`config.mk`:
```
export PLATFORM = sky130hd
export DESIGN_NAME = bcd_code_counter
export DESIGN_NICKNAME = d
export VERILOG_FILES = /design/src/rtl/bcd_code_counter.sv
export SDC_FILE = /design/constraint.sdc
export NUM_CORES = 1
export LEC_CHECK = 0
export ABC_AREA = 1
export ABC_CLOCK_PERIOD_IN_PS = 1200
export BUFFER_PORTS_ARGS = -buffer_cell sky130_fd_sc_hd__buf_2
export CORE_ASPECT_RATIO = 0.9
export CORE_UTILIZATION = 49
export DETAILED_ROUTE_END_ITERATION = 8
export PLACE_DENSITY = 0.82
export SLEW_MARGIN = 0
export SYNTH_ARGS = -nofsm -noshare
export SYNTH_HDL_FRONTEND = slang
export SYNTH_SLANG_ARGS = --single-unit
```
`constraint.sdc`:
```
create_clock -name clk -period 1.2 [get_ports clk]
set_input_delay 0.24 -clock clk [delete_from_list [all_inputs] [get_ports clk]]
set_output_delay 0.24 -clock clk [all_outputs]
set_load 0.05 [all_outputs]
```
`src/rtl/bcd_code_counter.sv`:
```
// Multi-digit decade counter with 8421 / 2421 / excess-3 output code.
// Define BCDCNT_DOWN_EN to add the dn port and down counting.
module bcd_code_counter #(
  parameter int DIGITS = 2,
  parameter int CODE   = 1
) (
  input  logic                clk,
  input  logic                rst,
  input  logic                en,
  input  logic                load,
  input  logic [4*DIGITS-1:0] load_val,
`ifdef BCDCNT_DOWN_EN
  input  logic                dn,
`endif
  output logic [4*DIGITS-1:0] count_bcd,
  output logic [4*DIGITS-1:0] count_code,
  output logic                tc,
  output logic                load_err
);

  localparam int W = 4 * DIGITS;

  if (CODE < 0 || CODE > 2) begin : g_bad_code
    $error("bcd_code_counter: CODE must be 0, 1 or 2");
  end
  if (DIGITS < 1 || DIGITS > 8) begin : g_bad_digits
    $error("bcd_code_counter: DIGITS must be 1..8");
  end

  function automatic logic [3:0] to_code(input logic [3:0] d);
    logic [3:0] r;
    r = d;
    if (CODE == 1) begin
      r = (d > 4'd4) ? d + 4'd6 : d;
    end else if (CODE == 2) begin
      r = d + 4'd3;
    end
    return r;
  endfunction

  logic [W-1:0] ld_val;
  logic         ld_bad;
  logic [W-1:0] up_nxt;
  logic         up_c;
  logic [W-1:0] nxt;
  logic         term;
  logic [W-1:0] code_nxt;
  logic [W-1:0] zero_code;

  // Out-of-range load digits become 0; valid neighbours still load.
  always_comb begin
    ld_val = '0;
    ld_bad = 1'b0;
    for (int k = 0; k < DIGITS; k++) begin
      if (load_val[4*k +: 4] > 4'd9) begin
        ld_bad = 1'b1;
      end else begin
        ld_val[4*k +: 4] = load_val[4*k +: 4];
      end
    end
  end

  // Ripple carry: a digit moves only when all lower digits are 9.
  always_comb begin
    up_nxt = count_bcd;
    up_c   = 1'b1;
    for (int k = 0; k < DIGITS; k++) begin
      if (up_c) begin
        up_nxt[4*k +: 4] = (count_bcd[4*k +: 4] == 4'd9) ?
                           4'd0 : count_bcd[4*k +: 4] + 4'd1;
      end
      up_c = up_c & (count_bcd[4*k +: 4] == 4'd9);
    end
  end

`ifdef BCDCNT_DOWN_EN
  logic [W-1:0] dn_nxt;
  logic         dn_c;

  always_comb begin
    dn_nxt = count_bcd;
    dn_c   = 1'b1;
    for (int k = 0; k < DIGITS; k++) begin
      if (dn_c) begin
        dn_nxt[4*k +: 4] = (count_bcd[4*k +: 4] == 4'd0) ?
                           4'd9 : count_bcd[4*k +: 4] - 4'd1;
      end
      dn_c = dn_c & (count_bcd[4*k +: 4] == 4'd0);
    end
  end

  assign nxt  = dn ? dn_nxt : up_nxt;
  assign term = dn ? dn_c : up_c;
`else
  assign nxt  = up_nxt;
  assign term = up_c;
`endif

  always_comb begin
    code_nxt  = '0;
    zero_code = '0;
    for (int k = 0; k < DIGITS; k++) begin
      code_nxt[4*k +: 4]  = to_code(count_bcd[4*k +: 4]);
      zero_code[4*k +: 4] = to_code(4'd0);
    end
  end

  always_ff @(posedge clk) begin
    if (!rst) begin
      count_bcd  <= '0;
      count_code <= zero_code;
      load_err   <= 1'b0;
    end else begin
      count_code <= code_nxt;
      load_err   <= load & ld_bad;
      if (load) begin
        count_bcd <= ld_val;
      end else if (en) begin
        count_bcd <= nxt;
      end
    end
  end

  assign tc = rst & en & ~load & term;

endmodule

```
* After elaboration in Yosys (flattened, before gate mapping) *
Index checks and enable logic that the tools add are counted.

cells by class
  $mul = 0
  equal/unequal tests = 2
  div/mod/pow operators = 0
  add/subtract/negate cells = 4
  bitwise gates (word level) = 6
  $lt $le $gt $ge = 4
  reduce and logical (&&, ||, !) cells = 3
  shifts and indexed selects = 0
  mux-type cells = 11

operators with widths
  operator                                            count
  two-way mux 4 bit                                   7
  two-way mux 8 bit                                   2
  adder 4 x 1 -> 4 bit, second input constant         2
  adder 4 x 3 -> 4 bit, second input constant         2
  == test 4 bit, second input constant                2
  > comparator 4 x 3 -> 1 bit, second input constant  2
  > comparator 4 bit, second input constant           2
  AND 1 bit                                           5
  nonzero test 2 bit                                  2
  two-way mux 1 bit                                   2
  AND reduction 2 bit                                 1
  NOT 1 bit                                           1

storage, ports and cells
  RAM bits = 0
  memories kept = 0
  memory bits (read-only) = 0
  bits in registers = 17
  input port bits = 12
  bits in latches = 0
  output and inout port bits = 18
  word-level logic and storage cells = 34

* Depth between registers and ports, before layout *
Gate-level depths: netlist (run 1).

  depth after elaboration = 5
  depth in mapped cells = 8
  depth with buffers taken out = 8

* Worst setup path after synthesis (run 1) *
OpenSTA, ideal clock, no wires.

  path type = reg2out
  start = register count_bcd[3]
  end = output port tc
  path buffers = 0
  data arrival time = 2,517 ps
  slack = -1,557 ps
  stages on the path, launching flop included = 5
  cell sequence = dfxtp_1 -> inv_2 -> nor2_4 -> nand3_4 -> nor4_1

between the ends
  word-level cells in the longest chain between the ends = 3

ends and longest elaborated chain
  item                      line  RTL
  start: declaration        15    output logic [4*DIGITS-1:0] count_bcd,
  start signal: assignment  117   count_bcd <= ld_val;
  start signal: assignment  119   count_bcd <= nxt;
  == test 4 bit             72    up_c = up_c & (count_bcd[4*k +: 4] == 4'd9);
  AND 1 bit                 72
  AND 1 bit                 124   assign tc = rst & en & ~load & term;
  end: declaration          17    output logic tc,

Every way passes these cells.

* Worst setup path in the final report (run 1) *
  start = register count_bcd[4]
  end = output port tc

The elaborated chain is that of the path after synthesis.

==> metrics.yaml, run 1 <==
setup_path:
  arrival_ps: 1380
  cp_cell_sequence: "inv_2, nor2_2, nand2_1, nor4_4, buf_6"
  worst_setup_path_end_kind: "output pin"
  cp_num_buf_inv: 2
  critPathLaunchType: "flip-flop"
  crit_path_max_incr_delay_ps: 370
  path_class: "flip-flop to output pin"
  path_delay_family: "simple AND/OR/NAND/NOR gates"
  cp_data_required_time_ps: 960
  cpMaxStageDelayCell: "dfxtp_2"
  cp_max_fo: 2
sta:
  final-hold-violation-count: 0
  final-max-slew-violation-count: 0
  slew_headroom: 0.7711
  fin_crit_sh: 1.354
  clock.fmax_ghz: 0.6154
  setup_ws_ps: -425.0
  period_needed_ps: 1625
  rsz0062_at_grt: "yes"
  fin_skew_ps: 1.423
  worst_slew_pin_slew_ps: 339.8
  finalSetupViolations: 16
placement:
  gp_congestion: 0.8912
  dp_slack_ps: -109.5
  portBuffers: 29
  post_dp_cell_area_sq_um: 1285
  dp_cells: 201
  dp.final_hpwl_um: 1748
layout:
  final-instance-count-excl-fill: 215
  n_antenna_cell: 0
  post-route-util: 0.9236
  design_area_sq_um: 1634
  nets: 208
  drive_gt1_frac: 0.5759
  area_delta_synth_final_pct: 67.87
logic_synthesis:
  yosysMostFrequentCell: "nand2_1"
  netlist_top_cells_area: "dfxtp_1 (35%), nand2_1 (8.9%), nand3_1 (7.2%)"
  yosys.area.top_type: "dfxtp_1"
  synth_nets: 150
  synth.distinct_cells: 26
  avgSynthCellArea_sq_um: 7.264
  netlist_area_sq_um: 973.4
  async_flop_share: 0
  yosys_warnings: 0
  synthDominantCellAreaShare: 0.3496
  ys.flop_type: "dfxtp_1"
  synth_commonest_cells: "nand2_1 (23), dfxtp_1 (17), inv_1 (14), nand3_1 (14)"
  synthCells: 134
  ys_seq_area_frac: 0.3496
  synth-seq-cells: 17
  synth-edff-count: 0
cts:
  clk_pin_slew_ps: 100
  cts-root-buf: "clkbuf_4"
  insertion_delay_ps: 300
  cts_tree: "yes"
  cts_inserted_buffers: 3
  cts_buffer_depth: 2
  clock-sinks: 17
  htree_levels: 1
routing:
  first_iter_violations: 80
  post_drt_wl_per_cell_um: 18.70
  ant_nets: 0
  num_vias: 1254
  wl_um: 4021
  via_per_inst: 5.833
  drc: 0
  first_pass_iters: 6
die:
  die_w_um: 48.98
  start_util: 0.5502
  fp.dieH_um: 44.29
  rows: 14
  core_area_sq_um: 1769
  die_area_sq_um: 2169
  ioPinCount: 30
grt:
  track_usage: 0.2913
  antenna_found_initial: 0
  grt_pass1_vias: 1027
  grt_start_max_net_pins: 15
  overflow: 0
  grt_pass1_wl_um: 4643
run_status:
  violations: "setup timing"
  status: "finished with violations"
power:
  ir_drop_v: 0.0008691
  p_leak_nw: 0.7673
  p_per_area_nw_per_um2: 984.2
min_path:
  hp-class: "primary input to flip-flop"
job:
  max_cap_violations: 0
-- worst min-delay path, stage by stage --
cell     delay, ps
buf_2          100
nand3_1         70
a21oi_1         60
-- cell type report --
class                   instances  area, sq um
clock buffers                   4        26.28
fillers                        72        135.1
well taps                      24        30.03
flip-flops and latches         17        360.3
repair buffers                 58        479.2
inverters                      19        83.83
multi-input cells              93        654.4
-- timing repair --
action / in CTS / in global routing
buffers inserted: 1 / 11
setup endpoints to repair: 11 / 18
hold buffers: 0 / 0
gates resized for setup: 34 / 40
hold endpoints to repair: 0 / 0
pin swaps: 7 / 11
-- where the power goes --
| part | total, mW | leakage, nW | internal (mW) | switching, mW |
|---|---|---|---|---|
| Clock | 0.328 | 0.0150 | 0.130 | 0.198 |
| Combinational | 0.658 | 0.609 | 0.249 | 0.410 |
| Sequential | 0.622 | 0.144 | 0.600 | 0.0224 |
| Total | 1.61 | 0.767 | 0.978 | 0.630 |
-- path summary, 6_finish.rpt --
| kind | from | endpoint | slack (ps) | depth (start not counted) |
|---|---|---|---|---|
| setup reg to reg | count_bcd[1] | count_bcd[3] | -210 | 7 |
| hold / removal | load_val[0] | count_bcd[0] | 190 | 3 |
| hold reg to reg | count_bcd[4] | count_code[4] | 610 | 3 |
| setup / recovery | count_bcd[4] | tc | -420 | 5 |
-- kinds of logic after synthesis --
logic type	after synthesis	synth area share
and+or+nand+nor	56	0.2918
DFF	17	0.3496
xor gates and xnor gates	1	0.008999
buffers and inverters	24	0.1157
adders and majority gates	4	0.05142
AOI/OAI and AO/OA	32	0.1825
-- state kept, by name, summed over array words and instances, names as in the netlist --
signal	cells
load_err	1
count_code	8
count_bcd	8
-- through the flow --
step,setup TNS (ps),power [mW],hold WS [ps]
after global routing,-2109,1.662,201.1
final,-1531,1.608,193.1
after floorplan,-414.9,0.9400,370.8
after detailed placement,-175.7,1.074,516.2
after CTS,-607.5,1.443,184.8
after global placement,-98.03,1.061,514.2
-- placed cells by master, fill, tap and decap left out, types with 2 or more instances in the layout --
| cell | netlist | routed |
|---|---|---|
| buf_4 | 3 | 22 |
| buf_2 | 1 | 20 |
| nand2_1 | 23 | 16 |
| nand3_1 | 14 | 12 |
| inv_1 | 14 | 10 |
| o21ai_0 | 10 | 9 |
| dfxtp_1 | 17 | 9 |
| buf_8 | 0 | 9 |
| nor2_1 | 9 | 8 |
| buf_6 | 1 | 7 |
| inv_2 | 4 | 6 |
| nand2_2 | 1 | 6 |
| a21oi_1 | 10 | 6 |
| a21oi_2 | 1 | 5 |
| dfxtp_2 | 0 | 4 |
| dfxtp_4 | 0 | 4 |
| nor2_2 | 2 | 3 |
| nor2_4 | 3 | 3 |
| o21ai_2 | 1 | 3 |
| nand2_4 | 1 | 3 |
| a211oi_1 | 3 | 3 |
| o21ai_1 | 5 | 3 |
| ha_4 | 0 | 3 |
| clkbuf_4 | 0 | 3 |
| inv_4 | 1 | 2 |
| nand3_2 | 0 | 2 |
| a31oi_1 | 2 | 2 |
-- routing by layer --
layer  global-route usage  wire length [um]  vias up
met5                    0                 0        -
met4               0.1765               276        0
met3              0.05842               348       31
met2               0.4972              1896       98
met1               0.3445              1500      567
li1                     -                 -      558
No activity file was read; power rests on OpenSTA's default activity.
==> inputs of run 2 (changes only) <==
SKIP_LAST_GASP = 1   (was unset)
==> run 2 against run 1 <==
- the run still ends with setup timing left
- sequential share of layout area is 1.2 points higher
- clock-buffer cell count stayed put
- first-iteration DRC count is 28% lower
- via count is 7.1% lower
- routed wire length is 20% lower
- global-route usage is 0.77 points lower
- sequential power hardly changed
- die area stayed put
- combinational power is 11% lower
- clock skew is 3.0 ps higher
- worst setup slack better by 2.7 ps
- largest cell class unchanged
- largest power group is now registers
==> metrics.yaml, run 2 (synthesized netlist as in run 1, its figures left out) <==
cts:
  cts_buffer_depth: 2  # unchanged
  clock-sinks: 17  # unchanged
  cts_tree: "yes"  # unchanged
  htree_levels: 1  # unchanged
  cts_inserted_buffers: 3  # unchanged
  cts-root-buf: "clkbuf_4"  # unchanged
  insertion_delay_ps: 310  # was 300 ps
  clk_pin_slew_ps: 110  # was 100 ps
min_path:
  hold-path-endpoint: "count_bcd[0]"  # unchanged
  min_from: "load_val[0]"  # unchanged
  holdPathStages: 3  # unchanged
  hp-class: "primary input to flip-flop"  # unchanged
routing:
  wl_um: 3228  # was 4021 um
  drc: 0  # unchanged
  num_vias: 1165  # was 1254
  first_pass_iters: 5  # was 6
  ant_nets: 0  # unchanged
  post_drt_wl_per_cell_um: 15.23  # was 18.70 um
  first_iter_violations: 58  # was 80
  via_per_inst: 5.495  # was 5.833
layout:
  post-route-util: 0.8741  # was 0.9236
  multiInputGateArea_sq_um: 598.1  # was 654.4 sq um
  area_delta_synth_final_pct: 58.87  # was 67.87%
  n_antenna_cell: 0  # unchanged
  most-common-layout-cells: "nand2_1 (21), buf_2 (20), buf_4 (20)"  # was buf_4 (22), buf_2 (20), nand2_1 (16)
  reg_top3: "count_bcd (8), count_code (8), load_err (1)"  # unchanged
  register_area_sq_um: 360.3  # unchanged
  drive_gt1_frac: 0.5106  # was 0.5759
  final-instance-count-excl-fill: 212  # was 215
  final_common_cell: "nand2_1"  # was buf_4
  fillerInstances: 82  # was 72
  nets: 205  # was 208
sta:
  tns_ps: -842.3  # was -1531 ps
  worst_slew_pin_slew_ps: 318.7  # was 339.8 ps
  clock.fmax_ghz: 0.6164  # was 0.6154 GHz
  fin_skew_ps: 4.388  # was 1.423 ps
  final-max-slew-violation-count: 0  # unchanged
  rsz0062_at_grt: "yes"  # unchanged
  slew_headroom: 0.7853  # was 0.7711
  final-hold-violation-count: 0  # unchanged
  fin_crit_sh: 1.352  # was 1.354
  finalSetupViolations: 9  # was 16
  setup_ws_ps: -422.2  # was -425.0 ps
  period_needed_ps: 1622  # was 1625 ps
setup_path:
  cp_cell_sequence: "inv_2, nor2_4, nand3_4, nor4_4, buf_6"  # was inv_2, nor2_2, nand2_1, nor4_4, buf_6
  worst_setup_path_end_kind: "output pin"  # unchanged
  cp_max_fo: 2  # unchanged
  arrival_ps: 1380  # about the same
  crit_path_max_incr_delay_ps: 370  # about the same
  rrSetupSlack_ps: -130  # was -210 ps
  critPathLaunchType: "flip-flop"  # unchanged
  path_class: "flip-flop to output pin"  # unchanged
  rr_startpoint: "count_bcd[2]"  # was count_bcd[1]
  cp_data_required_time_ps: 960  # about the same
  worst_r2r_path_depth: 7  # unchanged
  cpMaxStageDelayCell: "dfxtp_4"  # was dfxtp_2
  timing.rr.end: "count_bcd[3]"  # unchanged
placement:
  portBuffers: 29  # unchanged
  gp_congestion: 0.8912  # unchanged
  dp_cells: 201  # unchanged
  dp.final_hpwl_um: 1748  # unchanged
die:
  rows: 14  # unchanged
  ioPinCount: 30  # unchanged
  die_area_sq_um: 2169  # unchanged
  die_w_um: 48.98  # unchanged
  core_area_sq_um: 1769  # unchanged
  fp.dieH_um: 44.29  # unchanged
  start_util: 0.5502  # unchanged
grt:
  overflow: 0  # unchanged
  grt_start_max_net_pins: 15  # unchanged
  grt_pass1_wl_um: 4540  # was 4643 um
  track_usage: 0.2836  # was 0.2913
  antenna_found_initial: 0  # unchanged
  grt_pass1_vias: 1047  # was 1027
run_status:
  status: "finished with violations"  # unchanged
  violations: "setup timing"  # unchanged
power:
  ir_drop_v: 0.0008299  # was 0.0008691 V
  p_leak_nw: 0.7291  # was 0.7673 nW
  p_per_area_nw_per_um2: 1001  # was 984.2 nW/um^2
job:
  max_cap_violations: 0  # unchanged
## run 2: area by class of cell
cell class / count / area share
inverter: 19 / 0.05097
timing repair buffer: 55 / 0.2929
tap: 24 / 0.01942
clock buffer: 4 / 0.01699
sequential: 17 / 0.2330
multi-input combinational: 93 / 0.3867
## run 2: critical path: cells and delay by family, from the launching register on
kind	cells	cell delay, ps
and+or+nand+nor	3	450
DFF	1	370
buffers and inverters	2	250
## run 2: timing repair
item,4_1_cts,5_1_grt
pin swaps,6,12
gates cloned,0,0
hold buffers,0,0
resized for setup,32,25
endpoints found under the setup margin,11,17
buffers inserted,1,9
## run 2: through the flow
step	instance area [sq um]	setup slack (ps)	total power, mW	hold slack [ps]
6_report	1546	-422.2	1.547	185.0
5_1_grt	1546	-470.6	1.610	209.7
4_1_cts	1425	-354.4	1.440	184.8
3_5_place_dp	1285	-109.5	1.074	516.2
3_3_place_gp	1285	-98.03	1.061	514.2
2_1_floorplan	1006	-414.9	0.9400	370.8
## run 2: how the worst max path moves through the flow
stage / cells after the start / endpoint / from / slack, ps
after CTS: 5 / tc / count_bcd[0] / -350
after global placement: 5 / tc / count_bcd[0] / -100
after global routing: 5 / tc / count_bcd[3] / -470
final: 5 / tc / count_bcd[3] / -420
after detailed placement: 5 / tc / count_bcd[0] / -110
after floorplan: 4 / tc / count_bcd[3] / -410
## run 2: layer usage
layer | vias up | global-route usage | wire length (um)
met3 | 9 | 0.06186 | 248
met2 | 70 | 0.4667 | 1563
li1 | 552 | - | -
met4 | 0 | 0.1824 | 75
met5 | - | 0 | 0
met1 | 534 | 0.3417 | 1341
## run 2: where the power goes
| group | switching [mW] | total, mW | internal (mW) |
|---|---|---|---|
| clock | 0.209 | 0.339 | 0.130 |
| sequential | 0.0220 | 0.621 | 0.599 |
| combinational | 0.365 | 0.587 | 0.223 |
| total | 0.595 | 1.55 | 0.952 |
==> inputs of run 3 (changes only) <==
BUFFER_PORTS_ARGS = -buffer_cell sky130_fd_sc_hd__buf_4   (was -buffer_cell sky130_fd_sc_hd__buf_2)
==> run 3 against run 2 <==
- sequential power grew 0.6%
- power increased by 2.6%
- the flow still finishes with violations (setup timing)
- worst setup slack improved by 30 ps
- die area is the same
- critical path type unchanged
- via count up 8.4%
- highest routed layer unchanged
- non-clock buffer count shrank 1
- first-iteration DRC count rose by 3.4%
- critical path depth is the same
- hold slack better by 39 ps
- routed wire length increased by 27%
- critical endpoint unchanged
==> metrics.yaml, run 3 (synthesized netlist as in run 1, its figures left out) <==
run_status:
  status: "finished with violations"  # unchanged
  violations: "setup timing"  # unchanged
sta:
  final-max-slew-violation-count: 0  # unchanged
  slew_headroom: 0.7384  # was 0.7853
  final-hold-violation-count: 0  # unchanged
  finalSetupViolations: 12  # was 9
  setup_ws_ps: -391.8  # was -422.2 ps
  fin_crit_sh: 1.327  # was 1.352
  clock.fmax_ghz: 0.6282  # was 0.6164 GHz
  tns_ps: -1193  # was -842.3 ps
  fin_skew_ps: 3.268  # was 4.388 ps
  period_needed_ps: 1592  # was 1622 ps
  rsz0062_at_grt: "yes"  # unchanged
  hold_ws_ps: 223.9  # was 185.0 ps
  worst_slew_pin_slew_ps: 388.3  # was 318.7 ps
layout:
  multiInputGateArea_sq_um: 634.4  # was 598.1 sq um
  area_delta_synth_final_pct: 66.20  # was 58.87%
  most-common-layout-cells: "buf_4 (39), nand2_1 (19), nand3_1 (13)"  # was nand2_1 (21), buf_2 (20), buf_4 (20)
  fillerInstances: 70  # was 82
  nets: 204  # was 205
  n_antenna_cell: 0  # unchanged
  register_area_sq_um: 360.3  # unchanged
  post-route-util: 0.9144  # was 0.8741
  reg_top3: "count_bcd (8), count_code (8), load_err (1)"  # unchanged
  final_common_cell: "buf_4"  # was nand2_1
  final-instance-count-excl-fill: 211  # was 212
  drive_gt1_frac: 0.5294  # was 0.5106
routing:
  post_drt_wl_per_cell_um: 19.40  # was 15.23 um
  num_vias: 1263  # was 1165
  first_iter_violations: 60  # was 58
  ant_nets: 0  # unchanged
  first_pass_iters: 4  # was 5
  drc: 0  # unchanged
  via_per_inst: 5.986  # was 5.495
  wl_um: 4094  # was 3228 um
grt:
  antenna_found_initial: 0  # unchanged
  grt_pass1_wl_um: 4340  # was 4540 um
  grt_start_max_net_pins: 15  # unchanged
  grt_pass1_vias: 1099  # was 1047
  overflow: 0  # unchanged
  track_usage: 0.2651  # was 0.2836
job:
  max_cap_violations: 0  # unchanged
placement:
  dp_cells: 201  # unchanged
  portBuffers: 29  # unchanged
  gp_congestion: 0.8759  # was 0.8912
  dp.final_hpwl_um: 1876  # was 1748 um
setup_path:
  rr_startpoint: "count_bcd[6]"  # was count_bcd[2]
  arrival_ps: 1350  # was 1380 ps
  rrSetupSlack_ps: -150  # was -130 ps
  critPathLaunchType: "flip-flop"  # unchanged
  cp_max_fo: 2  # unchanged
  cp_cell_sequence: "inv_2, nor2_4, nand2_2, nor4_4, buf_6"  # was inv_2, nor2_4, nand3_4, nor4_4, buf_6
  timing.rr.end: "count_bcd[6]"  # was count_bcd[3]
  worst_setup_path_end_kind: "output pin"  # unchanged
  cp_data_required_time_ps: 960  # about the same
  path_class: "flip-flop to output pin"  # unchanged
  crit_path_max_incr_delay_ps: 360  # was 370 ps
  worst_r2r_path_depth: 7  # unchanged
  cpMaxStageDelayCell: "dfxtp_2"  # was dfxtp_4
die:
  die_w_um: 48.98  # unchanged
  die_area_sq_um: 2169  # unchanged
  ioPinCount: 30  # unchanged
  start_util: 0.5502  # unchanged
  core_area_sq_um: 1769  # unchanged
  rows: 14  # unchanged
  fp.dieH_um: 44.29  # unchanged
min_path:
  hold-path-endpoint: "count_bcd[0]"  # unchanged
  holdPathStages: 3  # unchanged
  min_from: "load_val[0]"  # unchanged
  hp-class: "primary input to flip-flop"  # unchanged
cts:
  clk_pin_slew_ps: 110  # about the same
  cts-root-buf: "clkbuf_4"  # unchanged
  insertion_delay_ps: 300  # was 310 ps
  clock-sinks: 17  # unchanged
  cts_inserted_buffers: 3  # unchanged
  htree_levels: 1  # unchanged
  cts_tree: "yes"  # unchanged
  cts_buffer_depth: 2  # unchanged
power:
  p_leak_nw: 0.7510  # was 0.7291 nW
  total_power_mw: 1.588  # was 1.547 mW
  ir_drop_v: 0.0008816  # was 0.0008299 V
  p_per_area_nw_per_um2: 981.3  # was 1001 nW/um^2
==> run 3: changes by cell type in the layout (fill, tap and decap cells not counted), moves of 2 or more <==
cell | before | now
buf_6 | 6 | 8
o21ai_0 | 10 | 8
buf_8 | 9 | 6
buf_2 | 20 | 0
nand2_1 | 21 | 19
nor2_4 | 3 | 5
o21ai_1 | 3 | 5
buf_4 | 20 | 39
==> run 3: layout make-up <==
| class | count | share of cell area |
|---|---|---|
| Clock buffer | 4 | 0.01624 |
| Tap cell | 24 | 0.01856 |
| Multi-Input combinational cell | 93 | 0.3921 |
| Inverter | 19 | 0.04563 |
| Sequential cell | 17 | 0.2227 |
| Timing Repair Buffer | 54 | 0.3047 |
==> run 3: how the worst max path moves through the flow <==
stage                 start  endpoint  cells after the start
2_1_floorplan  count_bcd[3]        tc                      4
3_3_place_gp   count_bcd[0]        tc                      5
3_5_place_dp   count_bcd[0]        tc                      5
4_1_cts        count_bcd[7]        tc                      5
5_1_grt        count_bcd[4]        tc                      5
6_report       count_bcd[4]        tc                      5
==> run 3: where the power goes <==
group | total, mW | switching (mW) | internal [mW]
logic | 0.633 | 0.390 | 0.243
registers | 0.625 | 0.0251 | 0.600
clock network | 0.330 | 0.200 | 0.130
==> run 3: routing by layer <==
| layer | share of wire | GRT usage | vias to the layer above |
|---|---|---|---|
| met5 | 0 | 0 | - |
| met4 | 0.061 | 0.1882 | 0 |
| met3 | 0.084 | 0.03780 | 24 |
| met2 | 0.47 | 0.4944 | 97 |
| met1 | 0.38 | 0.2815 | 595 |
| li1 | - | - | 547 |
==> run 3: through the flow <==
| step | setup WS [ps] | cell area [sq um] |
|---|---|---|
| 5_1_grt | -436.0 | 1618 |
| 6_report | -391.8 | 1618 |
| 3_5_place_dp | -94.85 | 1358 |
| 4_1_cts | -347.3 | 1444 |
| 3_3_place_gp | -50.52 | 1358 |
| 2_1_floorplan | -414.9 | 1006 |
==> run 3: what timing repair did <==
item	in CTS	in global routing
buffers inserted	2	4
hold buffers	0	0
gates resized for setup	14	34
setup endpoints to repair	9	16
pin swaps	3	15
==> run 3: worst max-delay path, delay by kind of cell, from the launching register on <==
family,cells,cell delay [ps]
flip-flops,1,360
buffers and inverters,2,240
AND/OR/NAND/NOR,3,450
